**src/rtl/tlk2711_wr_arb.sv**
```systemverilog
// Round-robin arbiter that shares the single tlk2711_dma write path among NUM_CH receive channels.
// One grant per DMA write command, held until wr_finish or until the transfer timer aborts it.
module tlk2711_wr_arb #(
    parameter int NUM_CH         = 2,
    parameter int ADDR_WIDTH     = 48,
    parameter int DLEN_WIDTH     = 16,
    parameter int DATA_WIDTH     = 64,
    parameter int TIMEOUT_CYCLES = 65535,
    localparam int CMD_W         = DLEN_WIDTH + ADDR_WIDTH,
    localparam int KEEP_W        = DATA_WIDTH / 8,
    localparam int OWNER_W       = (NUM_CH > 2) ? $clog2(NUM_CH) : 1
) (
    input  logic                         clk,
    input  logic                         rst,
    input  logic                         i_soft_rst,
    input  logic [NUM_CH-1:0]            i_ch_cmd_req,
    input  logic [NUM_CH*CMD_W-1:0]      i_ch_cmd_data,
    output logic [NUM_CH-1:0]            o_ch_cmd_ack,
    output logic [NUM_CH-1:0]            o_ch_wr_finish,
    input  logic [NUM_CH-1:0]            i_ch_wr_valid,
    input  logic [NUM_CH*KEEP_W-1:0]     i_ch_wr_keep,
    input  logic [NUM_CH*DATA_WIDTH-1:0] i_ch_wr_data,
    output logic [NUM_CH-1:0]            o_ch_wr_ready,
    output logic                         o_wr_cmd_req,
    output logic [CMD_W-1:0]             o_wr_cmd_data,
    input  logic                         i_wr_cmd_ack,
    output logic                         o_dma_wr_valid,
    output logic [KEEP_W-1:0]            o_dma_wr_keep,
    output logic [DATA_WIDTH-1:0]        o_dma_wr_data,
    input  logic                         i_dma_wr_ready,
    input  logic                         i_wr_finish,
    output logic [OWNER_W-1:0]           o_owner,
    output logic                         o_busy,
    output logic                         o_timeout
);

    localparam int TMR_W = (TIMEOUT_CYCLES > 0) ? $clog2(TIMEOUT_CYCLES + 1) : 1;
    localparam int TMR_LAST_I = (TIMEOUT_CYCLES > 0) ? TIMEOUT_CYCLES - 1 : 0;
    localparam logic [TMR_W-1:0] TMR_LAST = TMR_LAST_I[TMR_W-1:0];
    localparam logic TMO_EN = (TIMEOUT_CYCLES > 0);
    localparam logic [OWNER_W-1:0] LAST_CH = OWNER_W'(NUM_CH - 1);

    typedef enum logic [1:0] {IDLE, REQ, XFER} state_t;

    state_t              state;
    state_t              state_nxt;
    logic [OWNER_W-1:0]  owner;
    logic [OWNER_W-1:0]  pick;
    logic [OWNER_W-1:0]  cand;
    logic                found;
    logic                any_req;
    logic [CMD_W-1:0]    pick_cmd;
    logic [NUM_CH-1:0]   owner_oh;
    logic [TMR_W-1:0]    timer;
    logic                tmo_hit;

    assign any_req = |i_ch_cmd_req;
    assign tmo_hit = TMO_EN && (timer == TMR_LAST);
    assign o_owner = owner;

    // Scan upward from the channel after the last owner so the one just served ranks lowest.
    always_comb begin
        pick  = owner;
        found = 1'b0;
        cand  = owner;
        for (int i = 0; i < NUM_CH; i++) begin
            cand = (cand == LAST_CH) ? '0 : cand + OWNER_W'(1);
            if (!found && i_ch_cmd_req[cand]) begin
                pick  = cand;
                found = 1'b1;
            end
        end
    end

    always_comb begin
        pick_cmd = '0;
        owner_oh = '0;
        for (int k = 0; k < NUM_CH; k++) begin
            if (pick == OWNER_W'(k))
                pick_cmd = i_ch_cmd_data[k*CMD_W +: CMD_W];
            owner_oh[k] = (owner == OWNER_W'(k));
        end
    end

    always_ff @(posedge clk) begin
        if (rst || i_soft_rst)
            state <= IDLE;
        else
            state <= state_nxt;
    end

    always_comb begin
        state_nxt = state;
        case (state)
            IDLE:    if (any_req) state_nxt = REQ;
            REQ:     if (i_wr_cmd_ack) state_nxt = XFER;
            XFER:    if (i_wr_finish || tmo_hit) state_nxt = IDLE;
            default: state_nxt = IDLE;
        endcase
    end

    // Owner, latched command, timer and the one-cycle notification pulses.
    always_ff @(posedge clk) begin
        if (rst || i_soft_rst) begin
            owner          <= LAST_CH;
            o_wr_cmd_data  <= '0;
            o_ch_cmd_ack   <= '0;
            o_ch_wr_finish <= '0;
            o_timeout      <= 1'b0;
            timer          <= '0;
        end else begin
            o_ch_cmd_ack   <= '0;
            o_ch_wr_finish <= '0;
            o_timeout      <= 1'b0;
            case (state)
                IDLE: begin
                    if (any_req) begin
                        owner         <= pick;
                        o_wr_cmd_data <= pick_cmd;
                    end
                end
                REQ: begin
                    if (i_wr_cmd_ack) begin
                        o_ch_cmd_ack <= owner_oh;
                        timer        <= '0;
                    end
                end
                XFER: begin
                    if (i_wr_finish)
                        o_ch_wr_finish <= owner_oh;
                    else if (tmo_hit)
                        o_timeout <= 1'b1;
                    else
                        timer <= timer + TMR_W'(1);
                end
                default: ;
            endcase
        end
    end

    // Stream path is a pure mux so the DMA sees the owner's beats with no added latency.
    always_comb begin
        o_wr_cmd_req   = (state == REQ);
        o_busy         = (state != IDLE);
        o_dma_wr_valid = 1'b0;
        o_dma_wr_keep  = '0;
        o_dma_wr_data  = '0;
        o_ch_wr_ready  = '0;
        if (state == XFER) begin
            for (int k = 0; k < NUM_CH; k++) begin
                if (owner_oh[k]) begin
                    o_dma_wr_valid   = i_ch_wr_valid[k];
                    o_dma_wr_keep    = i_ch_wr_keep[k*KEEP_W +: KEEP_W];
                    o_dma_wr_data    = i_ch_wr_data[k*DATA_WIDTH +: DATA_WIDTH];
                    o_ch_wr_ready[k] = i_dma_wr_ready;
                end
            end
        end
    end

endmodule

```
**config.mk**
```make
export PLATFORM = sky130hd
export DESIGN_NAME = tlk2711_wr_arb
export DESIGN_NICKNAME = d
export VERILOG_FILES = /design/src/rtl/tlk2711_wr_arb.sv
export SDC_FILE = /design/constraint.sdc
export NUM_CORES = 1
export LEC_CHECK = 0
export ABC_AREA = 1
export CORE_AREA = 4 4 164 166
export CTS_BUF_LIST = sky130_fd_sc_hd__clkbuf_8
export CTS_CLUSTER_DIAMETER = 40
export DETAILED_ROUTE_END_ITERATION = 10
export DIE_AREA = 0 0 168 170
export PLACE_DENSITY = 0.57
export SLEW_MARGIN = 30
export SYNTH_ARGS = -nofsm -noshare
export SYNTH_HDL_FRONTEND = slang
export SYNTH_SLANG_ARGS = --single-unit
```
**constraint.sdc**
```tcl
create_clock -name clk -period 1.9 [get_ports clk]
set_input_delay 0.57 -clock clk [delete_from_list [all_inputs] [get_ports clk]]
set_output_delay 0.57 -clock clk [all_outputs]
set_load 0.02 [all_outputs]
```
* Yosys cells after proc, flatten, opt, wreduce, memory -nomap -nowiden
Cells that the tools add are included.
** Word-level totals
- Flip-flop bits (word level) :: 88
- Bits of input ports :: 282
- Output and inout port bits :: 147
- Word-level logic and storage cells :: 67
** Cells by class
- Add/subtract/negate cells :: 3
- Magnitude comparators :: 2
- Equal/unequal tests :: 8
- Mux-type cells :: 28
- Bitwise logic cells :: 5
- Reductions and logical operators :: 14
** Operators with widths (number)
- $mux W64 :: 3
- $mux W16 :: 3
- $pmux W16 S2 :: 1
- $add A16 B1 Y16 const B :: 1
- $eq A16 B16 Y1 const B :: 1
- $mux W8 :: 2
- $mux W1 :: 14
- $reduce_or A3 Y1 :: 3
- $mux W2 :: 4
- $ne A2 B2 Y1 const B :: 4
- $pmux W2 S3 :: 1
- $not A1 Y1 :: 5
- $lt A1 B2 Y1 const B :: 2
- $reduce_and A4 Y1 :: 1
- $reduce_bool A2 Y1 :: 2
- $reduce_and A3 Y1 :: 1
- $add A1 B1 Y1 const B :: 2
- $eq A2 B1 Y1 const B :: 1
- $eq A2 B2 Y1 const B :: 1
- $logic_not A2 Y1 :: 1
- $logic_or A1 B1 Y1 :: 2
- $ne A2 B1 Y1 const B :: 1
- $reduce_and A2 Y1 :: 1
- $reduce_or A2 Y1 :: 1
- 2 further kinds :: 2

* Longest topological paths before layout
Gate-level depths: netlist of the first run.
- Word-level depth :: 9
- Gate-level depth with buffers :: 12
- Depth with buffers taken out :: 11

* Worst setup path before layout of the first run
Ideal clock, no wire load.
- Kind :: flip-flop to output port
- Start :: reg owner, in the netlist o_owner
- End :: out o_dma_wr_data[23]
- Arrival time :: 1581 ps
- Data required time :: 1330 ps
- Setup slack :: -251 ps
- Cell stages (with the launch flop) :: 6
- Buffers on the path :: 3
- Cells stage by stage :: dfxtp_1 buf_4 clkbuf_1 buf_1 nand2_1 a21oi_1
** Between the ends
- Word-level cells in the longest chain between the ends :: 2
** Ends and longest elaborated chain
- start, declared :: RTL line 47 : logic [OWNER_W-1:0] owner;
- start signal, assigned :: RTL line 118 : owner <= pick;
- $mux W64 :: RTL line 151 : if (owner_oh[k]) begin
- $mux W64 :: RTL line 149 : if (state == XFER) begin
- end, declared :: RTL line 29 : output logic [DATA_WIDTH-1:0] o_dma_wr_data,
No other way between the ends.

* Final worst setup path of the first run
- Start :: reg owner, in the netlist o_owner
- End :: out o_dma_wr_data[52]
Same word-level chain as after synthesis.

==> flow_summary_export.csv, run 1 <==
group,metric,value,unit
status,outcome,"finished, violations left",
status,violations,"setup timing",
worst_setup_path,cp_slowest_cell,"dfxtp_4",
worst_setup_path,end_kind,"output port",
place,place_congestion,0.886,
cells_and_area,fillers,2324,
place,portBuffers,428,
synth,synth_edf_count,0,
hold_path,min_to,"o_wr_cmd_data[12]$_SDFFE_PP0P_",
synth,synthesis.area,0.00533,mm^2
place,place_ws,-785,ps
worst_setup_path,cp.required,1330,ps
worst_setup_path,rr_startpoint,"o_owner$_SDFFE_PP1P_",
clocking,clk_root_buffer_cell,"clkbuf_8",
worst_setup_path,timing.rr.end,"o_wr_cmd_data[44]$_SDFFE_PP0P_",
clocking,cts_sinks,88,
hold_path,hold_depth,2,
worst_setup_path,cpPeakStageDelay,430,ps
timing,worst_pin_slew,327,ps
cells_and_area,fin_nets,1655,
timing,fin_worst_skew,19.5,ps
timing,setup_violations,140,
drt,drtIter0Drc,346,
cells_and_area,antenna_cells,0,
worst_setup_path,worstPathCellList,"buf_12 > buf_12 > buf_8 > nand2_4 > a21oi_4 > buf_12",
synth,seq_area_frac_synth,33.1,%
timing,setup_tns,-21050,ps
place,dpl.hpwl,23.0,mm
cells_and_area,drive_gt1_share,38.8,%
synth,syn_avg_cell_area,6.13,um^2
worst_setup_path,worstSetupPathType,"reg -> out",
die,pin_count,429,
timing,rsz0062_at_grt,"true",
grt,grt_overflow,0,
synth,synthArstFlopShare,0,%
hold_path,worstHoldPathType,"reg -> reg",
synth,ys.flop_type,"dfxtp_1",
grt,grt_pass1_wl,47.4,mm
worst_setup_path,worst_path_most_repeated_cell,"buf_12",
drt,drtAntennaViolNets,0,
drt,drt-wirelength-per-cell,20.4,um
hold_path,min_from,"o_wr_cmd_data[12]$_SDFFE_PP0P_",
worst_setup_path,rrSetupSlack,-230,ps
clocking,ctsLongestPathBuffers,2,
synth,ys_types,23,
die,dieArea,0.0286,mm^2
clocking,cts_buffers,9,
drt,vias,7962,
clocking,hold_buffers,0,
synth,yosysMostFrequentCell,"nand2_1",
synth,syn_nets,1154,
drt,drcViolationCount,0,
synth,synth_top_cell_area_share,33.1,%
worst_setup_path,r2r_cells,13,
die,die_h,170,um
worst_setup_path,cp_max_fo,7,
timing,setup_ws,-254,ps
timing,drv_slew,0,
power_and_ir_drop,power_density,438,mW/mm^2
drt,wl,34.8,mm
grt,antenna_found_initial,1,
timing,slew_headroom,78.2,%
grt,grt_pass1_vias,7828,
run,cap_violations,0,
timing,hold_viol,0,
drt,vias_per_cell,4.66,
power_and_ir_drop,ir_drop,0.295,mV
synth,synth.area.top_cells,"dfxtp_1, nand2_1, o211ai_1",
synth,synthCells,870,
power_and_ir_drop,power,6.03,mW
cells_and_area,final_area,0.0138,mm^2
clocking,clkLatencyLatePin,380,ps
synth,ys_warn_count,0,
die,core-area,0.0256,mm^2
timing,fmax,464,MHz
die,start_util,20.8,%
power_and_ir_drop,leakage,6.45,nW
grt,globalRouteTotalUtil,21.4,%
cells_and_area,area_growth,159,%
clocking,clkTransAtPathRegs,90,ps
worst_setup_path,path_buf_inv,4,
die,rows,59,
timing,min_period,2150,ps
worst_setup_path,cp.arrival,1580,ps
worst_setup_path,cpLargestDelayFamily,"buffers and inverters",
clocking,cts_tree,"yes",
synth,synth_seq_cells,88,
place,dpl_cell_area,0.0106,mm^2
synth,synth_top_area_cell,"dfxtp_1",
drt,drtPass1Iterations,4,
clocking,h-tree-depth,3,
timing,post-route-period-util,113,%
synth,synth_common_cells,"nand2_1, a21oi_1, dfxtp_1",
die,die_w,168,um
grt,grt_max_degree,65,
worst_setup_path,start_kind,"flop",
how the worst max path moves through the flow:
stage | startpoint | to | cells past startpoint
global placement | i_ch_wr_data[74] | o_dma_wr_data[10] | 5
floorplan | state[0]$_SDFFE_PP0P_ | o_dma_wr_data[30] | 5
CTS | o_owner$_SDFFE_PP1P_ | o_dma_wr_data[52] | 6
finish | o_owner$_SDFFE_PP1P_ | o_dma_wr_data[52] | 6
detailed placement | i_ch_wr_data[74] | o_dma_wr_data[10] | 5
global route | o_owner$_SDFFE_PP1P_ | o_dma_wr_data[14] | 6
registers in the layout, indices dropped and copies added (netlist names):
signal	count
o_timeout	1
timer	16
state	2
o_owner	1
o_wr_cmd_data	64
o_ch_wr_finish	2
o_ch_cmd_ack	2
stage by stage:
stage | utilization, % | hold WS (ps) | cells
floorplan | - | 487 | 870
global placement | 41.3 | 474 | 1636
detailed placement | 41.3 | 480 | 1636
CTS | 48.3 | 502 | 1702
global route | 53.8 | 524 | 1710
finish | 53.8 | 498 | 1710
layout by cell type (no fill, tap or decap), drive strengths merged:
| cell type | synthesis | routed |
|---|---|---|
| ha | 2 | 2 |
| nor3 | 14 | 14 |
| clkdlybuf4s50 | 0 | 279 |
| o211ai | 64 | 64 |
| nand4 | 3 | 3 |
| clkinvlp | 0 | 1 |
| or2 | 1 | 1 |
| dlygate4sd2 | 0 | 60 |
| a21oi | 89 | 89 |
| nor2 | 30 | 30 |
| nand3 | 85 | 85 |
| buf | 40 | 199 |
| dlymetal6s2s | 0 | 11 |
| inv | 89 | 88 |
| dfxtp | 88 | 88 |
| nand2 | 334 | 335 |
| o21ai | 5 | 5 |
| clkbuf | 25 | 14 |
| bufinv | 0 | 1 |
| clkinv | 0 | 5 |
| xor2 | 1 | 1 |
repair_timing:
| action | 4_1_cts | 5_1_grt |
|---|---|---|
| endpoints found under the setup margin | 202 | 160 |
| setup buffers | 32 | 15 |
| hold endpoints to repair | 0 | 0 |
| pin swaps | 59 | 58 |
| gates cloned | 21 | 6 |
| gates resized for setup | 583 | 344 |
worst register-to-register path, cell delays in order, from the launching register on:
cell and delay [ps]:
dfxtp_4 430, clkinv_8 110, buf_12 160, buf_8 120, buf_6 120, or2_4 250
nand2_8 140, buf_12 180, buf_12 140, buf_16 140, nand2_4 50, nand3_2 70
o211ai_1 80, inv_1 80
per-layer routing:
layer  up-vias  track usage (%)  routed length, um
li1       3824                -                  -
met1      3707             24.1              12800
met2       361             38.4              17800
met3        70             6.13               2710
met4         0             8.22               1500
met5         -                0                  0
power breakdown:
group | internal [mW] | total (mW) | switching (mW)
Combinational | 1.41 | 2.68 | 1.27
Clock | 0.638 | 1.37 | 0.734
Sequential | 1.93 | 1.98 | 0.0515
layout make-up:
| cell class | instances | area, um^2 | area share (%) |
|---|---|---|---|
| timing repair buffer | 553 | 6220 | 45.1 |
| multi-input combinational | 629 | 4780 | 34.7 |
| sequential | 88 | 1770 | 12.9 |
| tap | 335 | 419 | 3.04 |
| inverter | 89 | 379 | 2.75 |
| clock buffer | 10 | 138 | 0.999 |
| clock inverter | 5 | 58.8 | 0.427 |
| timing repair inverter | 1 | 11.3 | 0.0817 |
cell families (layout without fill, tap and decap cells):
logic type      count (synthesis)  in the layout  synth area share [%]
fa+ha+maj                       2              2                 0.470
compound gates                158            158                  17.9
simple gates                  467            468                  35.8
xor+xnor                        1              1                 0.164
flops                          88             88                  33.1
buf+inv                       154            658                  12.6
Note: power is estimated with default switching activity, not from simulation.
==> run 2: changes to the inputs <==
--- a/config.mk
+++ b/config.mk
@@ -6,12 +6,13 @@
 export NUM_CORES = 1
 export LEC_CHECK = 0
 export ABC_AREA = 1
-export CORE_AREA = 4 4 164 166
+export CORE_AREA = 10 10 157 159
 export CTS_BUF_LIST = sky130_fd_sc_hd__clkbuf_8
 export CTS_CLUSTER_DIAMETER = 40
 export DETAILED_ROUTE_END_ITERATION = 10
-export DIE_AREA = 0 0 168 170
-export PLACE_DENSITY = 0.57
+export DIE_AREA = 0 0 167 169
+export PLACE_DENSITY = 0.65
+export SETUP_SLACK_MARGIN = 0.2
 export SLEW_MARGIN = 30
 export SYNTH_ARGS = -nofsm -noshare
 export SYNTH_HDL_FRONTEND = slang
==> constraint.sdc (replaced) <==
create_clock -name clk -period 2.3 [get_ports clk]
set_input_delay 0.69 -clock clk [delete_from_list [all_inputs] [get_ports clk]]
set_output_delay 0.69 -clock clk [all_outputs]
set_load 0.02 [all_outputs]
==> flow_summary_export.csv, run 2 (synthesis results as in run 1) <==
group,metric,value,unit
worst_setup_path,timing.rr.end,"o_wr_cmd_data[54]$_SDFFE_PP0P_",
grt,grt_max_degree,85,
clocking,cts_sinks,88,
grt,grt_pass1_vias,7094,
place,portBuffers,428,
hold_path,min_from,"o_wr_cmd_data[11]$_SDFFE_PP0P_",
die,pin_count,429,
timing,fin_worst_skew,17.4,ps
die,core-area,0.0216,mm^2
timing,worst_pin_slew,418,ps
clocking,ctsLongestPathBuffers,2,
grt,grt_overflow,0,
clocking,hold_buffers,0,
die,start_util,24.7,%
timing,min_period,2270,ps
drt,drtAntennaViolNets,0,
run,cap_violations,0,
worst_setup_path,cp_max_fo,7,
cells_and_area,layout_common_cells,"nand2_1, clkdlybuf4s50_1, dlygate4sd2_1",
cells_and_area,mostFrequentLayoutCell,"nand2_1",
power_and_ir_drop,leakage,5.22,nW
power_and_ir_drop,ir_drop,0.220,mV
worst_setup_path,cp.required,1610,ps
timing,slew_headroom,72.2,%
timing,setup_tns,0,ps
worst_setup_path,worstSetupPathType,"reg -> out",
cells_and_area,fillers,2123,
timing,setup_violations,0,
place,dp_cells,1547,
hold_path,worstHoldPathType,"reg -> reg",
clocking,clkTransAtPathRegs,100,ps
power_and_ir_drop,power_density,384,mW/mm^2
cells_and_area,reg_top3,"o_wr_cmd_data (64), timer (16)",
timing,hold_viol,0,
drt,drt-wirelength-per-cell,18.9,um
die,die_w,167,um
cells_and_area,fin_cells,1590,
drt,drtIter0Drc,504,
clocking,clk_root_buffer_cell,"clkbuf_8",
timing,fmax,440,MHz
cells_and_area,layout.area.seq,0.00177,mm^2
place,dpl.hpwl,23.7,mm
hold_path,min_to,"o_wr_cmd_data[11]$_SDFFE_PP0P_",
worst_setup_path,rrSetupSlack,500,ps
drt,drtPass1Iterations,5,
timing,whs,500,ps
status,outcome,"completed",
clocking,clkLatencyLatePin,370,ps
clocking,h-tree-depth,3,
cells_and_area,drive_gt1_share,21.4,%
cells_and_area,largest_register_ffs,64,
grt,antenna_found_initial,6,
worst_setup_path,rr_startpoint,"o_owner$_SDFFE_PP1P_",
timing,post-route-period-util,98.7,%
cells_and_area,top_register,"o_wr_cmd_data",
cells_and_area,fin_nets,1585,
drt,vias_per_cell,4.60,
cells_and_area,final_core_util,52.3,%
drt,vias,7318,
worst_setup_path,cp.arrival,1580,ps
hold_path,hold_depth,2,
cells_and_area,area_growth,112,%
clocking,cts_buffers,9,
die,rows,54,
timing,rsz0062_at_grt,"true",
timing,drv_slew,0,
worst_setup_path,end_kind,"output port",
grt,grt_pass1_wl,43.5,mm
die,die_h,169,um
drt,wl,30.1,mm
drt,drcViolationCount,0,
clocking,cts_tree,"yes",
place,place_congestion,0.910,
cells_and_area,multiInputGateArea,0.00345,mm^2
worst_setup_path,r2r_cells,10,
worst_setup_path,start_kind,"flop",
die,dieArea,0.0282,mm^2
grt,globalRouteTotalUtil,19.6,%
==> run 2: routing by layer <==
layer	share of wire (%)	track usage (%)
met5	0.040	0
met1	38	20.9
met3	8.3	6.67
met2	51	35.3
met4	2.5	6.68
==> run 2: what timing repair did <==
item,CTS,global route
buffers inserted,11,8
resized for setup,457,105
setup endpoints to repair,80,81
pin swaps,133,28
gates cloned,3,1
==> run 2: worst max path at each step <==
| stage | start | endpoint | slack, ps | cells past startpoint |
|---|---|---|---|---|
| detailed placement | i_ch_wr_keep[15] | o_dma_wr_keep[7] | -540 | 4 |
| CTS | state[0]$_SDFFE_PP0P_ | o_dma_wr_data[6] | 30 | 7 |
| global placement | i_ch_wr_keep[15] | o_dma_wr_keep[7] | -560 | 4 |
| floorplan | o_owner$_SDFFE_PP1P_ | o_dma_wr_data[44] | 210 | 6 |
| global route | o_owner$_SDFFE_PP1P_ | o_dma_wr_data[48] | -20 | 6 |
| finish | o_owner$_SDFFE_PP1P_ | o_dma_wr_data[37] | 30 | 6 |
==> run 2: power breakdown <==
part	leakage (nW)	switching, mW	internal, mW
sequential	0.719	0.0392	1.59
clock	0.116	0.580	0.638
combinational	4.39	0.708	0.778
total	5.22	1.33	3.01
==> run 2: per-stage QoR <==
| stage | power (mW) | cell area (um^2) | setup WS (ps) |
|---|---|---|---|
| after global routing | 4.57 | 11300 | -20.5 |
| after global placement | 3.07 | 10300 | -556 |
| after detailed placement | 3.08 | 10300 | -537 |
| final | 4.34 | 11300 | 29.5 |
| after CTS | 4.33 | 10800 | 33.3 |
| after floorplan | 2.25 | 5500 | 213 |
==> run 2: cell type report <==
class / count / share of cell area, %
clock buffers: 10 / 1.22
inverters: 89 / 3.06
flip-flops and latches: 88 / 15.7
well taps: 280 / 3.11
repair buffers: 485 / 45.5
multi-input cells: 628 / 30.6
clock inverters: 6 / 0.743
diodes: 4 / 0.0887
==> run 2: critical path, cell delays in order, from the launching register on <==
cell and delay [ps]:
dfxtp_4 420, buf_12 170, buf_12 140, buf_4 120
nand2_1 70, a21oi_2 140, buf_6 140
